File: config.mk
export PLATFORM = sky130hd
export DESIGN_NAME = turf_event_ctrl_initiator
export DESIGN_NICKNAME = d
export VERILOG_FILES = /design/src/rtl/turf_event_ctrl_initiator.sv
export SDC_FILE = /design/constraint.sdc
export NUM_CORES = 1
export LEC_CHECK = 0
export ABC_AREA = 1
export CORE_AREA = 3 3 178 180
export CTS_CLUSTER_DIAMETER = 150
export CTS_CLUSTER_SIZE = 8
export DETAILED_ROUTE_END_ITERATION = 12
export DIE_AREA = 0 0 181 183
export MAX_ROUTING_LAYER = met4
export PLACE_DENSITY = 0.73
export SLEW_MARGIN = 20
export SYNTH_ARGS = -nofsm -noshare
export SYNTH_HDL_FRONTEND = slang
export SYNTH_SLANG_ARGS = --single-unit
File: constraint.sdc
create_clock -name aclk -period 2 [get_ports aclk]
set_input_delay 0.2 -clock aclk [delete_from_list [all_inputs] [get_ports aclk]]
set_output_delay 0.2 -clock aclk [all_outputs]
set_load 0.05 [all_outputs]
File: src/rtl/turf_event_ctrl_initiator.sv
// Host-side initiator for the TURF event control UDP protocol: sends one
// single-beat command packet, waits for the matching reply with timeout and retries.
module turf_event_ctrl_initiator #(
  parameter int unsigned TIMEOUT_CYCLES = 1000000,
  parameter int unsigned MAX_RETRIES    = 2,
  parameter int unsigned CNT_BITS       = 24
) (
  input  logic        aclk,
  input  logic        areset,
  input  logic        cmd_valid,
  output logic        cmd_ready,
  input  logic [15:0] cmd_code,
  input  logic [47:0] cmd_arg,
  input  logic [31:0] target_ip,
  input  logic [15:0] target_port,
  output logic        resp_valid,
  output logic [63:0] resp_data,
  output logic [1:0]  resp_status,
  output logic [63:0] m_udphdr_tdata,
  output logic        m_udphdr_tvalid,
  input  logic        m_udphdr_tready,
  output logic [63:0] m_udpdata_tdata,
  output logic [7:0]  m_udpdata_tkeep,
  output logic        m_udpdata_tlast,
  output logic        m_udpdata_tvalid,
  input  logic        m_udpdata_tready,
  input  logic [63:0] s_udphdr_tdata,
  input  logic        s_udphdr_tvalid,
  output logic        s_udphdr_tready,
  input  logic [63:0] s_udpdata_tdata,
  input  logic [7:0]  s_udpdata_tkeep,
  input  logic        s_udpdata_tlast,
  input  logic        s_udpdata_tvalid,
  output logic        s_udpdata_tready
);

  localparam int unsigned RETRY_BITS = (MAX_RETRIES > 0) ? $clog2(MAX_RETRIES + 1) : 1;
  localparam logic [CNT_BITS-1:0] CNT_LAST = CNT_BITS'(TIMEOUT_CYCLES - 1);
  localparam logic [1:0] ST_OK      = 2'd0;
  localparam logic [1:0] ST_BADRESP = 2'd1;
  localparam logic [1:0] ST_TIMEOUT = 2'd2;

  typedef enum logic [3:0] {
    IDLE,
    SEND_HDR,
    SEND_DATA,
    WAIT_HDR,
    SKIP,
    READ_RESP,
    FLUSH_RESP,
    FLUSH,
    DONE
  } state_t;

  state_t                state_q, state_d;
  logic [CNT_BITS-1:0]   cnt_q, cnt_d;
  logic [RETRY_BITS-1:0] retry_q, retry_d;
  logic [15:0]           code_q, code_d;
  logic [47:0]           arg_q, arg_d;
  logic [31:0]           ip_q, ip_d;
  logic [15:0]           port_q, port_d;
  logic [63:0]           resp_data_d;
  logic [1:0]            resp_status_d;
  logic                  hdr_rdy_q;

  logic cmd_fire;
  logic hdr_fire;
  logic data_fire;
  logic hdr_match;
  logic expired;
  logic unused_len;

  // Command accept outranks a stray header, so header ready drops while a command lands
  assign cmd_fire        = cmd_valid & cmd_ready;
  assign s_udphdr_tready = hdr_rdy_q & ~areset & ~cmd_fire;
  assign hdr_fire        = s_udphdr_tvalid & s_udphdr_tready;
  assign data_fire       = s_udpdata_tvalid & s_udpdata_tready;
  assign hdr_match       = (s_udphdr_tdata[63:32] == ip_q) && (s_udphdr_tdata[31:16] == port_q);
  assign expired         = (cnt_q == CNT_LAST);
  assign unused_len      = ^s_udphdr_tdata[15:0];

  assign m_udphdr_tdata  = {ip_q, port_q, 16'd8};
  assign m_udpdata_tdata = {arg_q, code_q};
  assign m_udpdata_tkeep = 8'hFF;
  assign m_udpdata_tlast = 1'b1;

  // Next-state and datapath update
  always_comb begin
    state_d       = state_q;
    cnt_d         = cnt_q;
    retry_d       = retry_q;
    code_d        = code_q;
    arg_d         = arg_q;
    ip_d          = ip_q;
    port_d        = port_q;
    resp_data_d   = resp_data;
    resp_status_d = resp_status;

    unique case (state_q)
      IDLE: begin
        if (cmd_fire) begin
          code_d  = cmd_code;
          arg_d   = cmd_arg;
          ip_d    = target_ip;
          port_d  = target_port;
          retry_d = '0;
          state_d = SEND_HDR;
        end else if (hdr_fire) begin
          state_d = FLUSH;
        end
      end
      SEND_HDR: begin
        if (m_udphdr_tvalid && m_udphdr_tready) state_d = SEND_DATA;
      end
      SEND_DATA: begin
        if (m_udpdata_tvalid && m_udpdata_tready) begin
          cnt_d   = '0;
          state_d = WAIT_HDR;
        end
      end
      WAIT_HDR: begin
        if (hdr_fire) begin
          if (!expired) cnt_d = cnt_q + CNT_BITS'(1);
          state_d = hdr_match ? READ_RESP : SKIP;
        end else if (expired) begin
          if (32'(retry_q) < MAX_RETRIES) begin
            retry_d = retry_q + RETRY_BITS'(1);
            state_d = SEND_HDR;
          end else begin
            resp_status_d = ST_TIMEOUT;
            state_d       = DONE;
          end
        end else begin
          cnt_d = cnt_q + CNT_BITS'(1);
        end
      end
      SKIP: begin
        // Counter saturates so an expiry here is taken back in WAIT_HDR
        if (!expired) cnt_d = cnt_q + CNT_BITS'(1);
        if (data_fire && s_udpdata_tlast) state_d = WAIT_HDR;
      end
      READ_RESP: begin
        if (data_fire) begin
          if ((s_udpdata_tkeep == 8'hFF) && (s_udpdata_tdata[15:0] == code_q)) begin
            resp_data_d   = s_udpdata_tdata;
            resp_status_d = ST_OK;
          end else begin
            resp_status_d = ST_BADRESP;
          end
          state_d = s_udpdata_tlast ? DONE : FLUSH_RESP;
        end
      end
      FLUSH_RESP: begin
        if (data_fire && s_udpdata_tlast) state_d = DONE;
      end
      FLUSH: begin
        if (data_fire && s_udpdata_tlast) state_d = IDLE;
      end
      DONE: begin
        state_d = IDLE;
      end
      default: begin
        state_d = IDLE;
      end
    endcase
  end

  // State, datapath and registered handshake outputs
  always_ff @(posedge aclk) begin
    if (areset) begin
      state_q          <= IDLE;
      cnt_q            <= '0;
      retry_q          <= '0;
      code_q           <= '0;
      arg_q            <= '0;
      ip_q             <= '0;
      port_q           <= '0;
      hdr_rdy_q        <= 1'b0;
      cmd_ready        <= 1'b1;
      m_udphdr_tvalid  <= 1'b0;
      m_udpdata_tvalid <= 1'b0;
      s_udpdata_tready <= 1'b0;
      resp_valid       <= 1'b0;
      resp_status      <= '0;
      resp_data        <= '0;
    end else begin
      state_q          <= state_d;
      cnt_q            <= cnt_d;
      retry_q          <= retry_d;
      code_q           <= code_d;
      arg_q            <= arg_d;
      ip_q             <= ip_d;
      port_q           <= port_d;
      hdr_rdy_q        <= (state_d == IDLE) || (state_d == WAIT_HDR);
      cmd_ready        <= (state_d == IDLE);
      m_udphdr_tvalid  <= (state_d == SEND_HDR);
      m_udpdata_tvalid <= (state_d == SEND_DATA);
      s_udpdata_tready <= (state_d == SKIP) || (state_d == READ_RESP) ||
                          (state_d == FLUSH_RESP) || (state_d == FLUSH);
      resp_valid       <= (state_d == DONE);
      resp_status      <= resp_status_d;
      resp_data        <= resp_data_d;
    end
  end

endmodule
== After elaboration in Yosys (flattened, before gate mapping) ==
Cells that the tools add are included.

* Memory bits (writable): 0
* Latch bits: 0
* ROM bits: 0
* Input port bits: 256
* Memories kept: 0
* Flip-flop bits (word level): 214

* Add/sub/neg operators: 2
* Shift-type cells: 0
* $lt $le $gt $ge: 1
* Reductions and logical operators: 20
* Eq/ne operators: 28
* Bitwise gates (word level): 7
* Div/mod/pow operators: 0
* Multiplexer cells: 28
* Multiply operators: 0

{| class="wikitable"
|+ Operators with widths
! kind !! count
|-
| $mux 24 || 2
|-
| $mux 4 || 12
|-
| $pmux 24 s2 || 1
|-
| $eq 16x16->1 || 2
|-
| $eq 32x32->1 || 1
|-
| $eq 4x3->1 const B || 8
|-
| $pmux 4 s8 || 1
|-
| $add 24x1->24 const B || 1
|-
| $eq 24x20->1 const B || 1
|-
| $eq 4x2->1 const B || 4
|-
| $mux 2 || 8
|-
| $ne 2x2->1 const B || 8
|-
| $reduce_and 5->1 || 2
|-
| $eq 4x1->1 const B || 2
|-
| $eq 8x8->1 const B || 1
|-
| $logic_not 4->1 || 2
|-
| $pmux 2 s2 || 2
|-
| $reduce_and 3->1 || 2
|-
| $reduce_bool 2->1 || 3
|-
| $and 1x1->1 || 5
|-
| $logic_and 1x1->1 || 5
|-
| $eq 4x4->1 const B || 1
|-
| $logic_or 1x1->1 || 4
|-
| $add 2x1->2 const B || 1
|-
| other kinds (5) || 7
|}

== Depth between registers and ports, before layout ==
Gate-level depths: netlist of run 1.

* Depth after elaboration: 11
* Gate-level depth with buffers: 13
* Mapped depth without buffers: 13

== Least setup slack after synthesis of run 1 ==
OpenSTA, ideal clock, no wires.

* Path kind: register -> register
* Start: reg cmd_ready
* End: reg hdr_rdy_q
* Period minus slack after synthesis: 2.524 ns
* Required time: 1.885 ns
* Stages on the path, launching flop included: 13
* Library setup time: 0.115 ns
* Slack: -0.524 ns
* Data arrival time: 2.409 ns
* Path through: dfxtp_1 -> nand2_1 -> inv_2 -> nor2_1 -> nand2_1 -> nor2_4 -> nor2_1 -> a21oi_1 -> nor2_2 -> nand2_1 -> inv_1 -> nand2_1 -> nor2_1

* Longest elaborated chain between the ends: 9
* Elaborated cells between the ends (all ways): 11
* Those cells by class: eq/ne: 1; mux: 4; bitwise: 4; reduce/logical: 2

{| class="wikitable"
|+ Ends and longest elaborated chain
! item !! RTL line !! RTL
|-
| start, declared || 11 || <nowiki>output logic cmd_ready,</nowiki>
|-
| start signal, assigned || 195 || <nowiki>cmd_ready <= (state_d == IDLE);</nowiki>
|-
| $and 1x1->1 (*) || 74 || <nowiki>assign cmd_fire = cmd_valid & cmd_ready;</nowiki>
|-
| $not 1->1 (*) || 75 || <nowiki>assign s_udphdr_tready = hdr_rdy_q & ~areset & ~cmd_fire;</nowiki>
|-
| $and 1x1->1 (*) || 75 ||
|-
| net s_udphdr_tready || 29 || <nowiki>output logic s_udphdr_tready,</nowiki>
|-
| $and 1x1->1 (*) || 76 || <nowiki>assign hdr_fire = s_udphdr_tvalid & s_udphdr_tready;</nowiki>
|-
| $mux 4 || 108 || <nowiki>end else if (hdr_fire) begin</nowiki>
|-
| $mux 4 || 101 || <nowiki>if (cmd_fire) begin</nowiki>
|-
| $pmux 4 s8 (*) || 99 || <nowiki>unique case (state_q)</nowiki>
|-
| $eq 4x2->1 / $logic_not 4->1 (equally long branches) || 194 || <nowiki>hdr_rdy_q <= (state_d == IDLE) || (state_d == WAIT_HDR);</nowiki>
|-
| $logic_or 1x1->1 (*) || 194 ||
|-
| end signal, assigned || 194 ||
|-
| end, declared || 64 || <nowiki>logic hdr_rdy_q;</nowiki>
|}

Mark *: on every way through the listed nets, which the timed path passes. The rest lies on a longest branch.
A chain may end at the register's enable or synchronous reset.

== Worst setup path after layout of run 1 ==
* Start: reg ip_q[27]
* End: out m_udphdr_tdata[59]

{| class="wikitable"
|+ RTL lines
! item !! RTL line !! RTL
|-
| start, declared || 60 || <nowiki>logic [31:0] ip_q, ip_d;</nowiki>
|-
| start signal, assigned || 192 || <nowiki>ip_q <= ip_d;</nowiki>
|-
| end, declared || 19 || <nowiki>output logic [63:0] m_udphdr_tdata,</nowiki>
|}

No word-level cell between the ends.

==> results of run 1 <==
## cell families (layout without fill, tap and decap cells)
kind of cell               count (synthesis)  after routing
and+or+nand+nor                          745            745
buffers and inverters                    235            649
DFF                                      214            214
AOI/OAI and AO/OA                        186            186
xor gates and xnor gates                  51             51
other                                      2             26
adders and majority gates                  1              1
## registers in the layout (all words and copies together), names as in the netlist, 2 cells and up
signal and cells:
arg_q 48, cnt_q 24, code_q 16, ip_q 32
port_q 16, resp_data 64, resp_status 2, retry_q 2
state_q 4
## through the flow
stage / TNS (ps) / hold WS [ps] / std cells / util (%) / power [mW]
6_report: 0 / 166 / 2268 / 51.7 / 16.3
5_1_grt: 0 / 201 / 2268 / 51.7 / 17.1
4_1_cts: 0 / 173 / 2267 / 51.6 / 16.5
3_5_place_dp: -9730 / 453 / 2235 / 49.1 / 11.9
3_3_place_gp: -6940 / 445 / 2235 / 49.1 / 11.8
2_1_floorplan: 0 / 335 / 1457 / - / 9.29
## power groups by stage
stage / registers, mW / clock network [mW] / logic, mW
finish: 5.23 / 4.49 / 6.57
global route: 5.29 / 4.78 / 7.01
CTS: 5.23 / 4.64 / 6.59
detailed placement: 5.31 / 0 / 6.61
global placement: 5.28 / 0 / 6.55
floorplan: 6.95 / 0 / 2.33
## routing by layer
metal | vias up | share of wire [%]
li1 | 5359 | -
met1 | 4904 | 42
met2 | 454 | 48
met3 | 73 | 7.5
met4 | 0 | 2.9
met5 | - | 0
## final timing paths
path	startpoint	endpoint	slack, ps	cells after the start
max	ip_q[27]	m_udphdr_tdata[59]	50	1
min reg2reg	arg_q[17]	arg_q[17]	460	2
max reg2reg	state_q[1]	cnt_q[10]	140	9
min	areset	cmd_ready	170	4
## cells in the mapped netlist, types with 3 or more instances
cell type,number
nand2_1,356
buf_4,30
clkbuf_1,51
xnor2_1,44
nor3_1,11
nor2_1,189
dfxtp_1,214
o22ai_1,3
buf_2,16
nand3_2,3
a21oi_2,10
inv_2,6
o21ai_0,28
xor2_1,7
nand3_1,128
a21oi_1,134
nor2_4,3
nand4_1,28
nand2_2,15
inv_1,127
## layout by cell type (no fill, tap or decap), types with 2 or more instances in the layout
cell             synthesis  layout
a21oi_1                134     134
a21oi_2                 10      10
a31o_2                   2       2
a31oi_1                  2       2
buf_12                   1      15
buf_4                   30      48
clkbuf_16                0      31
clkdlybuf4s50_1          0     393
conb_1                   2      25
dfxtp_1                214     212
dfxtp_2                  0       2
dlygate4sd2_1            0      17
dlymetal6s2s_1           0       9
inv_1                  127     126
inv_2                    6       6
nand2_1                356     356
nand2_2                 15      15
nand2_4                  2       2
nand3_1                128     128
nand3_2                  3       3
nand3b_1                 2       2
nand4_1                 28      28
nor2_1                 189     187
nor2_2                   2       2
nor2_4                   3       5
nor3_1                  11      10
nor3_2                   1       2
nor4_2                   1       2
o21ai_0                 28      28
o21ai_1                  2       2
o22ai_1                  3       3
or2_2                    2       2
xnor2_1                 44      44
xor2_1                   7       7
## repair_timing
| action | 4_1_cts | 5_1_grt |
|---|---|---|
| endpoints found under the setup margin | 17 | 18 |
| pin swaps | 0 | 1 |
| setup buffers | 0 | 0 |
| gates resized for setup | 17 | 14 |
| endpoints found under the hold margin | 0 | 0 |
## cell type report
type                    count  area share [%]
diodes                      1          0.0159
clock buffers              32            5.03
inverters                 135            3.27
multi-input cells        1008            30.3
flip-flops and latches    214            27.3
well taps                 396            3.16
repair buffers            482            30.9
==> flow_metrics.tcl, run 1 <==
set metrics [dict create \
    cp_num_buf_inv 1 \
    p_switching_mw 6.40 \
    synth-compound-area-share_pct 9.98 \
    dr.pass1.iters 6 \
    drt_iter0_drc 581 \
    die_w_um 181 \
    grt_max_degree 119 \
    criticalPathCategory "flop to primary output" \
    ff_latch_area_um2 4290 \
    status "finished clean" \
    peakVddDrop_v 0.000858 \
    rsz0062_at_grt "no" \
    cts_root_buf "clkbuf_16" \
    skew_ps 13.3 \
    grt_most_used_layer "met2" \
    use_met1_pct 25.6 \
    layout-drive-gt1-share_pct 8.12 \
    slowest_delay_ps 830 \
    power.share.sequential_pct 32.1 \
    synth_top_family_by_area "simple AND/OR/NAND/NOR gates" \
    drt_wl_total_mm 35.8 \
    grtUsageMet3_pct 3.83 \
    ys_ff_latch 214 \
    dpl.hpwl_mm 26.7 \
    pre_cts_ws_ps -214 \
    maxCapViolations 0 \
    worstSkewPairLatency_ps 540 \
    tritoncts "done" \
    gp_congestion 0.978 \
    vias_per_cell 4.76 \
    synth_area_per_cell_um2 6.95 \
    yosys.area.top_type_share_pct 43.0 \
    wl_per_cell_um 15.8 \
    critPathMaxFanout 3 \
    h-tree-depth 1 \
    holdBufCountCts 0 \
    setup_violations 0 \
    syn2layout_area_growth_pct 57.6 \
    worst_pin_slew_ps 649 \
    initial_utilization_pct 32.8 \
    ant_nets 0 \
    cts_sinks 214 \
    std_cell_rows 64 \
    synth_mux_area_share_pct 0 \
    core_um2 30300 \
    worst_ep_required_time_ps 1800 \
    synth_cells 1434 \
    via_count 10790 \
    finish.instance_area_um2 15700 \
    place_area_um2 14900 \
    critPathTopFamily "buffers and inverters" \
    leakagePower_nw 6.62 \
    synth_area_leader_cell "dfxtp_1" \
    finalMaxSlewViolations 0 \
    grt_pass1_wl_mm 54.8 \
    multiInputGateArea_um2 4760 \
    setup_ws_ps 49.2 \
    synth-edff-count 0 \
    synthSimpleGateAreaFrac_pct 31.9 \
    num-nets-final 2128 \
    final_hold_viol_count 0 \
    clkTransAtPathRegs_ps 50 \
    switching_share_pct 39.3 \
    netlist_top_cells_area "dfxtp_1, nand2_1, nor2_1" \
    powerDensity_nw_per_um2 1040 \
    synthXorXnorAreaFrac_pct 4.48 \
    numCtsBuffers 30 \
    antenna_found_initial 1 \
    ys_seq_area_share_pct 43.0 \
    async_reset_ff_share_pct 0 \
    grt_pass1_vias 10343 \
    gr-total-overflow 0 \
    clock.fmax_mhz 513 \
    yosysWarnings 0 \
    num_io_pins 465 \
    drcViolationCount 0 \
    cp.arrival_ps 1750 \
    path_cells "clkdlybuf4s50_1" \
    p_clk_share_pct 27.6 \
    yosys.area_share.adder_pct 0.126 \
    die_h_um 183 \
    track_usage_pct 20.7 \
    p_int_mw 9.89 \
    use_met2_pct 34.9 \
    relSlewSlack_pct 56.7 \
    place.port_buffers 423 \
    synth_cell_types 43 \
    netlist_area_um2 9960 \
    power_frac_comb_pct 40.3 \
    synth_ff_type "dfxtp_1" \
    ctsLongestPathBuffers 3 \
    cp_slowest_cell "clkdlybuf4s50_1" \
    dieArea_um2 33100 \
    crit_path_end_kind "primary output" \
    critPathLaunchType "flop" \
    hold_path.class "input pin to flop" \
    n_fill_cell 2853 \
    period_share_pct 97.5 \
    layout_min_cycle_time_ps 1950 \
]
Power figures use the tool's default switching activity.
==> run 2: changes to the inputs <==
--- a/config.mk
+++ b/config.mk
@@ -6,6 +6,7 @@
 export NUM_CORES = 1
 export LEC_CHECK = 0
 export ABC_AREA = 1
+export CAP_MARGIN = 25
 export CORE_AREA = 3 3 178 180
 export CTS_CLUSTER_DIAMETER = 150
 export CTS_CLUSTER_SIZE = 8
==> results of run 2 <==
No change in the layout: final DEF, timing and power equal those of run 1.
==> run 3: changes to the inputs <==
--- a/config.mk
+++ b/config.mk
@@ -14,6 +14,7 @@
 export DIE_AREA = 0 0 181 183
 export MAX_ROUTING_LAYER = met4
 export PLACE_DENSITY = 0.73
+export SKIP_CTS_REPAIR_TIMING = 1
 export SLEW_MARGIN = 20
 export SYNTH_ARGS = -nofsm -noshare
 export SYNTH_HDL_FRONTEND = slang
==> run 3 against run 2 <==
Effect of this change:
- setup slack worse by 9.4 ps
- final cell count unchanged
- largest power group unchanged
- register-to-register slack is essentially flat
- non-clock buffer count did not move
- die area unchanged
- wire length up 0.11%
- flip-flop and latch count is the same
- total power up 0.34%
- fmax decreased by 0.48%
- clock-buffer cell count stayed put
- design area increased by 0.39%
==> flow_metrics.tcl, run 3 (same netlist as run 1, synthesis figures left out) <==
set metrics [dict create \
    cp_num_buf_inv 1 \
    layout_min_cycle_time_ps 1960 \
    drcViolationCount 0 \
    rsz0062_at_grt "no" \
    grt_max_degree 119 \
    grtUsageMet3_pct 3.83 \
    dpl.hpwl_mm 26.7 \
    criticalPathCategory "flop to primary output" \
    cts_sinks 214 \
    dr.pass1.iters 5 \
    via_count 10814 \
    wl_per_cell_um 15.8 \
    cts_root_buf "clkbuf_16" \
    numCtsBuffers 30 \
    leakagePower_nw 6.82 \
    dieArea_um2 33100 \
    layout_commonest_cell "clkdlybuf4s50_1" \
    use_met2_pct 34.9 \
    worst_ep_required_time_ps 1800 \
    status "finished clean" \
    place.port_buffers 423 \
    critPathLaunchType "flop" \
    drt_iter0_drc 554 \
    clock.fmax_mhz 510 \
    path_cells "clkdlybuf4s50_1" \
    setup_violations 0 \
    h-tree-depth 1 \
    grt_most_used_layer "met2" \
    rr_endpoint "cnt_q[10]" \
    skew_ps 13.5 \
    setup_ws_ps 39.8 \
    layout-drive-gt1-share_pct 8.12 \
    powerDensity_nw_per_um2 1040 \
    peakVddDrop_v 0.000917 \
    maxCapViolations 0 \
    hold_path.class "input pin to flop" \
    min_to "cmd_ready" \
    period_share_pct 98.0 \
    drt_wl_total_mm 35.8 \
    cp_slowest_cell "clkdlybuf4s50_1" \
    track_usage_pct 20.7 \
    min-delay-start "areset" \
    clkTransAtPathRegs_ps 50 \
    ctsLongestPathBuffers 3 \
    std_cell_rows 64 \
    initial_utilization_pct 32.8 \
    finalMaxSlewViolations 0 \
    largest_reg_flops 64 \
    pre_cts_ws_ps -214 \
    use_met1_pct 25.6 \
    tns_ps 0 \
    die_h_um 183 \
    num-nets-final 2128 \
    syn2layout_area_growth_pct 58.2 \
    critPathTopFamily "buffers and inverters" \
    regToRegSetupSlack_ps 150 \
    antenna_found_initial 1 \
    num_io_pins 465 \
    slowest_delay_ps 850 \
    worstSkewPairLatency_ps 540 \
    die_w_um 181 \
    core_um2 30300 \
    reg_top3 "resp_data (64), arg_q (48), ip_q (32)" \
    final_hold_viol_count 0 \
    ant_nets 0 \
    tritoncts "done" \
    max_flop_register "resp_data" \
    grt_pass1_vias 10348 \
    critPathMaxFanout 3 \
    gr-total-overflow 0 \
    gp_congestion 0.978 \
    crit_path_end_kind "primary output" \
    relSlewSlack_pct 56.4 \
    worst_pin_slew_ps 653 \
    cp.arrival_ps 1760 \
    vias_per_cell 4.77 \
    reg2reg_depth 9 \
    final_cell_mix "clkdlybuf4s50_1, nand2_1, dfxtp_1" \
    whs_path_depth 4 \
    r2r-start "state_q[1]" \
    grt_pass1_wl_mm 54.8 \
]
==> run 3: cell type report <==
| cell class | count | area (µm²) |
|---|---|---|
| fillers | 2838 | 14600 |
| repair buffers | 482 | 4920 |
| multi-input cells | 1008 | 4760 |
| flip-flops and latches | 214 | 4290 |
| clock buffers | 32 | 790 |
| inverters | 135 | 513 |
| well taps | 396 | 495 |
| diodes | 1 | 2.50 |
==> run 3: through the flow <==
stage | util [%] | cells | power (mW) | cell area [µm²] | hold slack (ps)
6_report | 51.9 | 2268 | 16.3 | 15800 | 174
4_1_cts | 51.7 | 2267 | 16.5 | 15700 | 173
3_3_place_gp | 49.1 | 2235 | 11.8 | 14900 | 445
2_1_floorplan | - | 1457 | 9.29 | 10100 | 335
3_5_place_dp | 49.1 | 2235 | 11.9 | 14900 | 453
5_1_grt | 51.9 | 2268 | 17.1 | 15800 | 201
==> run 3: per-layer routing <==
metal  share of wire [%]  wire (µm)
met1                  42      15100
met2                  48      17100
met3                 7.3       2600
met4                 2.9       1050
met5                   0          0
==> run 3: worst max-delay path by stage <==
stage,start,cells past startpoint,to
CTS,ip_q[31],2,m_udphdr_tdata[63]
global placement,s_udpdata_tdata[15],8,resp_data[29]
floorplan,code_q[5],11,resp_data[19]
global route,ip_q[27],1,m_udphdr_tdata[59]
finish,port_q[3],1,m_udphdr_tdata[19]
detailed placement,s_udpdata_tdata[14],10,resp_data[8]
==> run 3: where the power goes <==
| group | total (mW) | switching [mW] | internal [mW] |
|---|---|---|---|
| clock | 4.50 | 1.78 | 2.71 |
| combinational | 6.61 | 4.21 | 2.40 |
| sequential | 5.23 | 0.417 | 4.81 |
| total | 16.3 | 6.41 | 9.93 |
